File: src/rtl/adc_link_pkg.sv
// Shared definitions for the Addatone ADC control link: frame geometry,
// word order and the SPI transmitter state encoding.
package adc_link_pkg;

    localparam int NUM_WORDS  = 5;
    localparam int WORD_BITS  = 16;
    localparam int FRAME_BITS = NUM_WORDS * WORD_BITS;

    // Word positions within a frame; word 0 is transmitted first.
    localparam int IDX_FREQ       = 0;
    localparam int IDX_HARM_SCALE = 1;
    localparam int IDX_SCALE_INIT = 2;
    localparam int IDX_FREQ_SCALE = 3;
    localparam int IDX_COMB       = 4;

    typedef enum logic [2:0] {
        IDLE  = 3'd0,
        SETUP = 3'd1,
        SHIFT = 3'd2,
        HOLD  = 3'd3,
        GAP   = 3'd4
    } tx_state_t;

endpackage

File: src/rtl/spi_half_bit_timer.sv
// Counts core clocks within one SCK half period and flags the last one.
// Cleared whenever the owning FSM changes state so each state starts aligned.
module spi_half_bit_timer #(
    parameter int CLKS_PER_HALF_BIT = 4
) (
    input  logic i_Clock,
    input  logic i_Reset,
    input  logic i_Clear,
    output logic o_Half_Tick
);

    localparam int CW = $clog2(CLKS_PER_HALF_BIT);
    localparam logic [CW-1:0] LAST = CW'(CLKS_PER_HALF_BIT - 1);

    logic [CW-1:0] count_q;

    always_ff @(posedge i_Clock) begin
        if (i_Reset || i_Clear) begin
            count_q <= '0;
        end else if (count_q == LAST) begin
            count_q <= '0;
        end else begin
            count_q <= count_q + 1'b1;
        end
    end

    assign o_Half_Tick = (count_q == LAST);

endmodule

File: src/rtl/adc_spi_frame_tx.sv
// SPI mode-0 master sending one 80-bit control frame (five 16-bit words).
// Optional build macro ADC_TX_AUTO_REPEAT_EN adds a periodic frame request.
module adc_spi_frame_tx
    import adc_link_pkg::*;
#(
    parameter int CLKS_PER_HALF_BIT = 4
`ifdef ADC_TX_AUTO_REPEAT_EN
    , parameter logic [15:0] FRAME_INTERVAL = 16'd48000
`endif
) (
    input  logic        i_Clock,
    input  logic        i_Reset,
    input  logic [15:0] i_Data0,
    input  logic [15:0] i_Data1,
    input  logic [15:0] i_Data2,
    input  logic [15:0] i_Data3,
    input  logic [15:0] i_Data4,
    input  logic        i_Send,
    output logic        o_Ready,
    output logic        o_Done,
    output logic        o_SPI_CS,
    output logic        o_SPI_Clock,
    output logic        o_SPI_Data,
    output logic [2:0]  o_State
);

    // Handshake: a frame is accepted on any edge where o_Ready=1 and the
    // request is high; requests while busy are dropped, never queued.

    tx_state_t             state_q, state_d;
    logic [FRAME_BITS-1:0] shift_q, shift_d, frame_load;
    logic [6:0]            bit_cnt_q, bit_cnt_d;
    logic                  sck_q, sck_d;
    logic                  cs_q, cs_d;
    logic                  mosi_q, mosi_d;
    logic                  done_q, done_d;
    logic                  gap_half_q, gap_half_d;
    logic                  half_tick;
    logic                  send_req;
    logic [WORD_BITS-1:0]  words [NUM_WORDS];

    assign words[IDX_FREQ]       = i_Data0;
    assign words[IDX_HARM_SCALE] = i_Data1;
    assign words[IDX_SCALE_INIT] = i_Data2;
    assign words[IDX_FREQ_SCALE] = i_Data3;
    assign words[IDX_COMB]       = i_Data4;

    always_comb begin
        frame_load = '0;
        for (int w = 0; w < NUM_WORDS; w++) begin
            frame_load[FRAME_BITS-1-w*WORD_BITS -: WORD_BITS] = words[w];
        end
    end

`ifdef ADC_TX_AUTO_REPEAT_EN
    logic [15:0] interval_q;

    always_ff @(posedge i_Clock) begin
        if (i_Reset) begin
            interval_q <= '0;
        end else if (interval_q == FRAME_INTERVAL - 16'd1) begin
            interval_q <= '0;
        end else begin
            interval_q <= interval_q + 16'd1;
        end
    end

    assign send_req = i_Send | (interval_q == 16'd0);
`else
    assign send_req = i_Send;
`endif

    spi_half_bit_timer #(
        .CLKS_PER_HALF_BIT(CLKS_PER_HALF_BIT)
    ) u_timer (
        .i_Clock    (i_Clock),
        .i_Reset    (i_Reset),
        .i_Clear    (state_d != state_q),
        .o_Half_Tick(half_tick)
    );

    always_comb begin
        state_d    = state_q;
        shift_d    = shift_q;
        bit_cnt_d  = bit_cnt_q;
        sck_d      = 1'b0;
        done_d     = 1'b0;
        gap_half_d = 1'b0;
        case (state_q)
            IDLE: begin
                if (send_req) begin
                    state_d   = SETUP;
                    shift_d   = frame_load;
                    bit_cnt_d = '0;
                end
            end
            SETUP: begin
                if (half_tick) state_d = SHIFT;
            end
            SHIFT: begin
                sck_d = sck_q;
                if (half_tick) begin
                    if (!sck_q) begin
                        sck_d = 1'b1;
                    end else begin
                        sck_d = 1'b0;
                        // The final bit stays on MOSI through HOLD.
                        if (bit_cnt_q == 7'(FRAME_BITS - 1)) begin
                            state_d = HOLD;
                        end else begin
                            shift_d   = {shift_q[FRAME_BITS-2:0], 1'b0};
                            bit_cnt_d = bit_cnt_q + 7'd1;
                        end
                    end
                end
            end
            HOLD: begin
                if (half_tick) begin
                    state_d = GAP;
                    done_d  = 1'b1;
                end
            end
            GAP: begin
                gap_half_d = gap_half_q;
                if (half_tick) begin
                    if (gap_half_q) state_d = IDLE;
                    else            gap_half_d = 1'b1;
                end
            end
            default: state_d = IDLE;
        endcase
        cs_d   = !(state_d inside {SETUP, SHIFT, HOLD});
        mosi_d = cs_d ? 1'b0 : shift_d[FRAME_BITS-1];
    end

    always_ff @(posedge i_Clock) begin
        if (i_Reset) begin
            state_q    <= IDLE;
            shift_q    <= '0;
            bit_cnt_q  <= '0;
            sck_q      <= 1'b0;
            cs_q       <= 1'b1;
            mosi_q     <= 1'b0;
            done_q     <= 1'b0;
            gap_half_q <= 1'b0;
        end else begin
            state_q    <= state_d;
            shift_q    <= shift_d;
            bit_cnt_q  <= bit_cnt_d;
            sck_q      <= sck_d;
            cs_q       <= cs_d;
            mosi_q     <= mosi_d;
            done_q     <= done_d;
            gap_half_q <= gap_half_d;
        end
    end

    assign o_Ready     = (state_q == IDLE);
    assign o_Done      = done_q;
    assign o_SPI_CS    = cs_q;
    assign o_SPI_Clock = sck_q;
    assign o_SPI_Data  = mosi_q;
    assign o_State     = state_q;

endmodule

File: config.mk
export PLATFORM = sky130hd
export DESIGN_NAME = adc_spi_frame_tx
export DESIGN_NICKNAME = d
export VERILOG_FILES = /design/src/rtl/adc_link_pkg.sv /design/src/rtl/spi_half_bit_timer.sv /design/src/rtl/adc_spi_frame_tx.sv
export SDC_FILE = /design/constraint.sdc
export NUM_CORES = 1
export LEC_CHECK = 0
export CAP_MARGIN = 10
export CORE_ASPECT_RATIO = 1.75
export CORE_MARGIN = 2
export CORE_UTILIZATION = 30
export CTS_CLUSTER_DIAMETER = 80
export CTS_CLUSTER_SIZE = 40
export DETAILED_ROUTE_END_ITERATION = 8
export DONT_BUFFER_PORTS = 1
export GPL_TIMING_DRIVEN = 1
export PLACE_DENSITY = 0.47
export SYNTH_ARGS = -nofsm -noshare
export SYNTH_HDL_FRONTEND = slang
export SYNTH_SLANG_ARGS = --single-unit
File: constraint.sdc
create_clock -name i_Clock -period 2.58 [get_ports i_Clock]
set_clock_uncertainty 0.1 [all_clocks]
set_input_delay 0 -clock i_Clock [delete_from_list [all_inputs] [get_ports i_Clock]]
set_output_delay 0 -clock i_Clock [all_outputs]
set_load 0.01 [all_outputs]
; ---- Word level (Yosys, flattened, before mapping)
; Cells that the tools add are included.
; W data, S select, Z words.
[word_totals]
register_bits = 97
output_inout_bits = 8
[classes]
n_addsub = 2
n_eq_ne = 14
muxes = 21
n_bitwise = 4
reduce_logical = 11
[op_table]
columns = cell, count
row1 = $mux W80, 4
row2 = $pmux W80 S2, 1
row3 = $mux W7, 4
row4 = $mux W3, 8
row5 = $pmux W3 S5, 1
row6 = $pmux W7 S2, 1
row7 = $eq A3 B2 Y1 const B, 4
row8 = $reduce_or A2 Y1, 5
row9 = $ne A2 B2 Y1 const B, 4
row10 = $add A7 B1 Y7 const B, 1
row11 = $eq A7 B7 Y1 const B, 1
row12 = $eq A3 B1 Y1 const B, 2
row13 = $reduce_and A5 Y1, 1
row14 = $not A1 Y1, 4
row15 = $eq A3 B3 Y1 const B, 1
row16 = $logic_not A3 Y1, 1
row17 = $ne A3 B3 Y1, 1
row18 = $reduce_bool A3 Y1, 1
row19 = $add A2 B1 Y2 const B, 1
row20 = $eq A2 B2 Y1 const B, 1
row21 = $mux W1, 2
row22 = $reduce_bool A2 Y1, 1
row23 = $logic_not A1 Y1, 1
row24 = $logic_or A1 B1 Y1, 1

; ---- Longest topological paths before layout
; Gate-level depths: netlist (run 1).
[depth]
word_depth = 9
ltp_mapped = 8
ltp_nobuf = 5

; ---- Cells and area by module
; A second synthesis (run 1) with hierarchy kept.
[hier_totals]
hier_cells = 574
hier_area_um2 = 4819.6
[by_module_without_submodules]
columns = module, instances, cells_each, area_per_inst_um2, seq_area_each_um2
row1 = adc_spi_frame_tx, 1, 569, 4739.5, 1901.8
row2 = spi_half_bit_timer, 1, 5, 80.1, 40.0

; ---- Least setup slack after synthesis (run 1)
; No wires, ideal clock.
[synth_timing]
kind = reg-to-reg
startpoint = register state_q[1] (netlist: o_State[1])
endpoint = register shift_q[14]
setup_time_ns = 0.132
t_arrival_ns = 1.465
required_ns = 2.348
path_slack_ns = 0.883
stages_incl_launch_ff = 7
n_path_buf = 2
synth_period_minus_slack_ns = 1.697
cell_sequence = dfxtp_1 -> buf_2 -> nor3_1 -> nand2_1 -> clkbuf_1 -> nand3_1 -> a21oi_1
[synth_between]
elab_chain_cells = 3
[synth_rtl]
columns = element, line_no
row1 = "start, declared", adc_spi_frame_tx.sv:30  ; tx_state_t state_q, state_d;
row2 = "start signal, assigned", adc_spi_frame_tx.sv:147  ; state_q <= state_d;
row3 = $logic_not A3 Y1 *, --
row4 = net o_Ready, adc_spi_frame_tx.sv:19  ; output logic o_Ready,
row5 = $ne A2 B2 Y1 (no line) / $reduce_bool A2 Y1 (equally long branches), --
row6 = $reduce_and A5 Y1 (no line), --
row7 = "end signal, assigned", adc_spi_frame_tx.sv:148  ; shift_q <= shift_d;
row8 = "end, declared", adc_spi_frame_tx.sv:31  ; logic [FRAME_BITS-1:0] shift_q, shift_d, frame_load;
; Mark *: on every way through the listed nets, which the timed path passes. The rest lies on a longest branch.
; A chain may end at the register's enable or synchronous reset.

; ---- Final worst setup path (run 1)
[layout_timing]
startpoint = register state_q[0] (netlist: o_State[0])
endpoint = register shift_q[30]
[layout_between]
elab_chain_cells = 3
[layout_rtl]
columns = element, line_no
row1 = $eq A3 B2 Y1 / $logic_not A3 Y1 (equally long branches), adc_spi_frame_tx.sv:89  ; case (state_q)
row2 = $ne A2 B2 Y1 (no line) / $reduce_bool A2 Y1 (equally long branches), --
row3 = $reduce_and A5 Y1 (no line), --
; Parallel ways exist; a longest one is shown, timed or not.

==> impl_metrics.toml, run 1 <==
[outcome]
status = "complete, no violations"

[route]
vias = 3760
ant_nets = 0
viasPerCell = 5.34
wl_um = 11200
drt_iter0_markers = 163
wl_per_cell_um = 16.0
firstDrtPassIters = 6
drc = 0

[cells_and_area]
drive_gt1_share_pct = 7.92
fillers = 1335
num_antenna_cells = 0
syn_to_final_growth_pct = 34.4
fin_nets = 610
utilization_pct = 41.1

[floorplan]
dieArea_um2 = 14600
core_region_area_um2 = 13400
num_rows = 56
die_y_um = 158
chipWidth_um = 92.3
initial_core_util_pct = 30.6
io_pins = 91

[synth]
yosys_warnings = 0
synth_seq_area_share_pct = 47.5
netlist_area_um2 = 4090
ys_seq_elements = 97
synth_top_family_by_area = "compound AO/OA/AOI/OAI gates"
ys_types = 37
yosys.area_share.adder_pct = 0.612
synth_most_common_cell = "dfxtp_1"
yosys.area.top_type = "dfxtp_1"
syn_nets = 541
synth_compound_area_share_pct = 26.7
syn_inst = 456
yosys-top-cells-area = "dfxtp_1 (47%), a22oi_1 (14%), a21oi_1 (11%)"
netlist.area_leader.share_pct = 47.5
synth_async_sr_flop_share_pct = 0
syn_avg_cell_area_um2 = 8.97
synth_edf_count = 0
synth-xor-area-share_pct = 0.857
synth-main-ff-cell = "dfxtp_1"
synth_simple_gate_area_share_pct = 15.9
synthMuxAreaShare_pct = 0.489
synthTopCellsByCount = "dfxtp_1 (97), a21oi_1 (89), nand3_1 (85)"

[pwr]
p_sw_mw = 0.830
power.density_nw_per_um2 = 624
seqPwrFrac_pct = 47.7
p_clk_share_pct = 40.9
power.leakage_nw = 1.88
p_comb_share_pct = 11.4
vdd_ir_drop_max_v = 0.000282
p_int_mw = 2.60
switching_share_pct = 24.2

[worst_setup_path]
r2r_setup_slack_ns = 0.18
crit_fanout = 53
crit_required_ns = 2.75
criticalPathCategory = "register to register"
critPathLaunchType = "register"
r2r_cells = 6
r2r_start = "o_State[0]"
worst_ep_arrival_time_ns = 2.58
reg2reg_to = "shift_q[30]"
end_kind = "register"

[grt]
grt_pass1_vias = 3801
antenna_found_initial = 0
grt_use_total_pct = 15.4
grt_max_degree = 92
grt_pass1_wl_um = 18100
grt_remaining_overflow = 0

[min_path]
hold_end = "shift_q[33]"
hold_start = "i_Send"
hold_depth = 4
hp-class = "input port to register"

[clock_tree]
htreeDepth = 3
cts_tree = "yes"
clockBufferDepth = 2
cts_made_buffers = 9
cts.sink_count = 97
cts.clk_slew.worst_paths_ns = 0.07
clk_latency_ns = 0.34
clk_root_buffer_cell = "clkbuf_16"

[sta]
rsz0062_at_grt = "no"
clock.fmax_mhz = 416
post-route-period-util_pct = 93.1
setup_viol = 0
timing.final.max_slew_violations = 0
fin_crit_ns = 2.40
finalHoldViolCount = 0
slew_headroom_pct = 61.2
worstMarginPinSlew_ns = 0.580
fin_tns_setup_ns = 0

[placement]
port_buffers = 0
place_hpwl_um = 6510
gp_congestion = 0.725

[flow_run]
drv_cap = 0
[routing by layer]
layer	vias up	wire length (µm)	GRT usage, %
met3	8	359	2.74
met5	-	0	0
met4	0	195	6.40
li1	1846	-	-
met1	1837	4740	17.6
met2	69	5930	28.1
[state kept, by name, indices dropped and copies added, names as in the netlist]
| name | count |
|---|---|
| shift_q | 80 |
| bit_cnt_q | 7 |
| o_SPI_CS | 1 |
| gap_half_q | 1 |
| o_State | 3 |
| u_timer.count_q | 2 |
| o_SPI_Clock | 1 |
| o_SPI_Data | 1 |
| o_Done | 1 |
[kinds of logic (layout without fill, tap and decap cells)]
| group | count (synthesis) | in the layout |
|---|---|---|
| AO/OA/AOI/OAI | 174 | 174 |
| XOR/XNOR | 4 | 4 |
| adder cells (fa/ha/maj) | 2 | 2 |
| buffers and inverters | 53 | 127 |
| flip-flops | 97 | 97 |
| multiplexers | 2 | 2 |
| AND/OR/NAND/NOR | 124 | 124 |
[what timing repair did]
item | in CTS | in global routing
endpoints found under the setup margin | 0 | 13
resized for setup | 0 | 5
setup buffers | 0 | 3
hold buffers | 95 | 0
endpoints found under the hold margin | 97 | 0
[layout by cell type, fill, tap and decap left out, drive strengths merged, types with 2 or more instances in the layout]
| cell type | netlist | layout |
|---|---|---|
| a21oi | 89 | 89 |
| a22oi | 79 | 79 |
| buf | 28 | 13 |
| clkbuf | 22 | 12 |
| clkinv | 0 | 2 |
| dfxtp | 97 | 97 |
| dlygate4sd3 | 0 | 94 |
| ha | 2 | 2 |
| inv | 3 | 4 |
| mux2i | 2 | 2 |
| nand2 | 5 | 5 |
| nand3 | 85 | 85 |
| nor2 | 12 | 12 |
| nor3 | 5 | 5 |
| nor3b | 2 | 2 |
| nor4b | 2 | 2 |
| o211ai | 2 | 2 |
| o21ai | 2 | 2 |
| or2 | 2 | 2 |
| or3 | 3 | 3 |
| or3b | 2 | 2 |
| xnor2 | 3 | 3 |
[worst max path at each step]
stage	startpoint	endpoint	slack, ns	cells after the start
finish	o_State[0]	shift_q[30]	0.18	6
global route	o_State[0]	shift_q[15]	0.03	6
CTS	o_State[1]	shift_q[22]	0.02	6
detailed placement	o_State[1]	shift_q[24]	0.54	5
global placement	o_State[1]	shift_q[37]	0.61	5
floorplan	o_State[1]	shift_q[14]	0.88	6
[per-stage QoR]
step                total power [mW]  worst slack (ns)  hold WS [ns]  cells  instance area, µm²
CTS                             3.48            0.0188        0.0199    700                5430
finish                          3.43             0.179        0.0211    704                5500
detailed placement              1.91             0.536       -0.0210    589                4150
global route                    3.60            0.0292        0.0508    704                5500
global placement                1.91             0.608       -0.0214    589                4150
floorplan                       1.87             0.883        0.0405    456                4090
[layout make-up]
type	count	area, µm²	share of cell area (%)
Timing Repair Buffer	108	1150	20.9
Inverter	3	11.3	0.205
Tap cell	174	218	3.96
Multi-Input combinational cell	306	1860	33.8
Clock inverter	5	62.6	1.14
Clock buffer	11	253	4.60
Sequential cell	97	1940	35.4
[worst max-delay path: stages, from the launching register on]
cell and delay [ns]:
dfxtp_1 0.49, nor3b_4 0.41, o211a_4 0.26, buf_12 0.25, a22oi_1 0.11, a21oi_1 0.13
dlygate4sd3_1 0.56
[power groups by stage]
stage | Clock [mW] | Sequential [mW] | Combinational, mW
floorplan | 0 | 1.65 | 0.220
detailed placement | 0 | 1.67 | 0.246
CTS | 1.45 | 1.63 | 0.395
global route | 1.52 | 1.64 | 0.437
finish | 1.40 | 1.64 | 0.393
global placement | 0 | 1.67 | 0.240
Note: power is estimated with default switching activity, not from simulation.
==> inputs of run 2 (changes only) <==
Settings changed: HOLD_SLACK_MARGIN set to 0.1.
==> run 2 against run 1 <==
Compared with the run above:
- combinational power is essentially flat
- register-to-register slack got worse by 0.02 ns
- setup slack got worse by 0.023 ns
- hold slack improved by 0.092 ns
- die area unchanged
- cell area up 0.32%
- critical endpoint is now shift_q[58]
==> impl_metrics.toml, run 2 (synthesis results as in run 1) <==
[route]
ant_nets = 0
wl_um = 11100
drt_iter0_markers = 151
firstDrtPassIters = 4
drc = 0
viasPerCell = 5.34
wl_per_cell_um = 15.7
vias = 3772

[grt]
grt_pass1_wl_um = 18200
grt_remaining_overflow = 0
grt_pass1_vias = 3815
antenna_found_initial = 0
grt_use_total_pct = 15.5
grt_max_degree = 92

[placement]
port_buffers = 0
place_hpwl_um = 6510
gp_congestion = 0.725

[cells_and_area]
top_register = "shift_q"
mostFrequentLayoutCells = "dlygate4sd3_1 (97), dfxtp_1 (95), a21oi_1 (89), nand3_1 (84), a22oi_1 (78)"
largest_reg_flops = 80
syn_to_final_growth_pct = 34.9
final_common_cell = "dlygate4sd3_1"
fin_nets = 612
fillers = 1332
num_antenna_cells = 0
drive_gt1_share_pct = 7.71

[sta]
slew_headroom_pct = 60.5
finalHoldViolCount = 0
setup_viol = 0
rsz0062_at_grt = "no"
post-route-period-util_pct = 94.0
worstMarginPinSlew_ns = 0.592
timing.final.max_slew_violations = 0
fin_tns_setup_ns = 0
clock.fmax_mhz = 412
fin_crit_ns = 2.42

[worst_setup_path]
slowest_stage = "dlygate4sd3_1"
end_kind = "register"
criticalPathCategory = "register to register"
r2r_cells = 7
timing.critical_path.mode_cell = "buf_12"
path_cells = "or3b_4 > o211ai_4 > buf_12 > buf_12 > nand3_1 > a21oi_1 > dlygate4sd3_1"
worst_ep_arrival_time_ns = 2.61
crit_required_ns = 2.77
crit_fanout = 34
cpPeakStageDelay_ns = 0.56
r2r_start = "bit_cnt_q[4]"
r2r_setup_slack_ns = 0.16
critPathLaunchType = "register"
reg2reg_to = "shift_q[58]"

[clock_tree]
cts_made_buffers = 9
clk_latency_ns = 0.34
clockBufferDepth = 2
clk_root_buffer_cell = "clkbuf_16"
cts_tree = "yes"
cts.sink_count = 97
cts.clk_slew.worst_paths_ns = 0.07
htreeDepth = 3

[pwr]
power.density_nw_per_um2 = 623
power.leakage_nw = 1.89
finalPower_mw = 3.44
vdd_ir_drop_max_v = 0.000282

[floorplan]
initial_core_util_pct = 30.6
core_region_area_um2 = 13400
num_rows = 56
io_pins = 91
dieArea_um2 = 14600
die_y_um = 158
chipWidth_um = 92.3

[min_path]
hold_depth = 4
hp-class = "input port to register"
hold_start = "i_Send"
hold_end = "shift_q[0]"

[outcome]
status = "complete, no violations"

[flow_run]
drv_cap = 0
[run 2: cell types whose count changed in the layout (fill, tap and decap cells not counted)]
| cell | previous run | this run |
|---|---|---|
| dlygate4sd3_1 | 94 | 97 |
| buf_12 | 5 | 6 |
| buf_4 | 6 | 5 |
| clkbuf_16 | 10 | 9 |
[run 2: worst max path at each step]
stage | from | end
3_5_place_dp | o_State[1] | shift_q[24]
5_1_grt | o_State[0] | shift_q[15]
3_3_place_gp | o_State[1] | shift_q[37]
2_1_floorplan | o_State[1] | shift_q[14]
4_1_cts | o_State[1] | shift_q[22]
6_report | bit_cnt_q[4] | shift_q[58]
[run 2: area by class of cell]
cell class	count	area, µm²	area share [%]
clock buffer	11	253	4.58
clock inverter	5	62.6	1.13
inverter	3	11.3	0.204
multi-input combinational	306	1860	33.7
sequential	97	1940	35.2
tap	174	218	3.95
timing repair buffer	110	1170	21.2
[run 2: what timing repair did]
| action | CTS | global route |
|---|---|---|
| setup endpoints to repair | 0 | 16 |
| hold endpoints to repair | 97 | 0 |
| resized for setup | 0 | 5 |
| hold buffers | 98 | 0 |
| setup buffers | 0 | 3 |
[run 2: critical path, delay by kind of cell, from the launching register on]
family	cells	cell delay, ns
buffers and inverters	3	0.89
DFF	1	0.34
and+or+nand+nor	2	0.53
AOI/OAI and AO/OA	2	0.49
[run 2: per-layer routing]
layer | vias to the layer above | GRT usage, % | wire length, µm
li1 | 1846 | - | -
met1 | 1839 | 17.6 | 4680
met2 | 78 | 28.3 | 5830
met3 | 9 | 2.74 | 352
met4 | 0 | 6.40 | 189
met5 | - | 0 | 0
[run 2: metrics by stage]
stage	utilization, %	cells	setup slack (ns)	cell area, µm²	hold slack [ns]
finish	41.2	706	0.156	5520	0.113
global route	41.2	706	0.0292	5520	0.131
CTS	40.8	703	0.0188	5460	0.103
detailed placement	31.0	589	0.536	4150	-0.0210
global placement	31.0	589	0.608	4150	-0.0214
floorplan	-	456	0.883	4090	0.0405
[run 2: power breakdown]
group / switching [mW] / total, mW / internal, mW
combinational: 0.185 / 0.396 / 0.211
clock: 0.591 / 1.40 / 0.812
sequential: 0.0525 / 1.64 / 1.58
total: 0.829 / 3.44 / 2.61
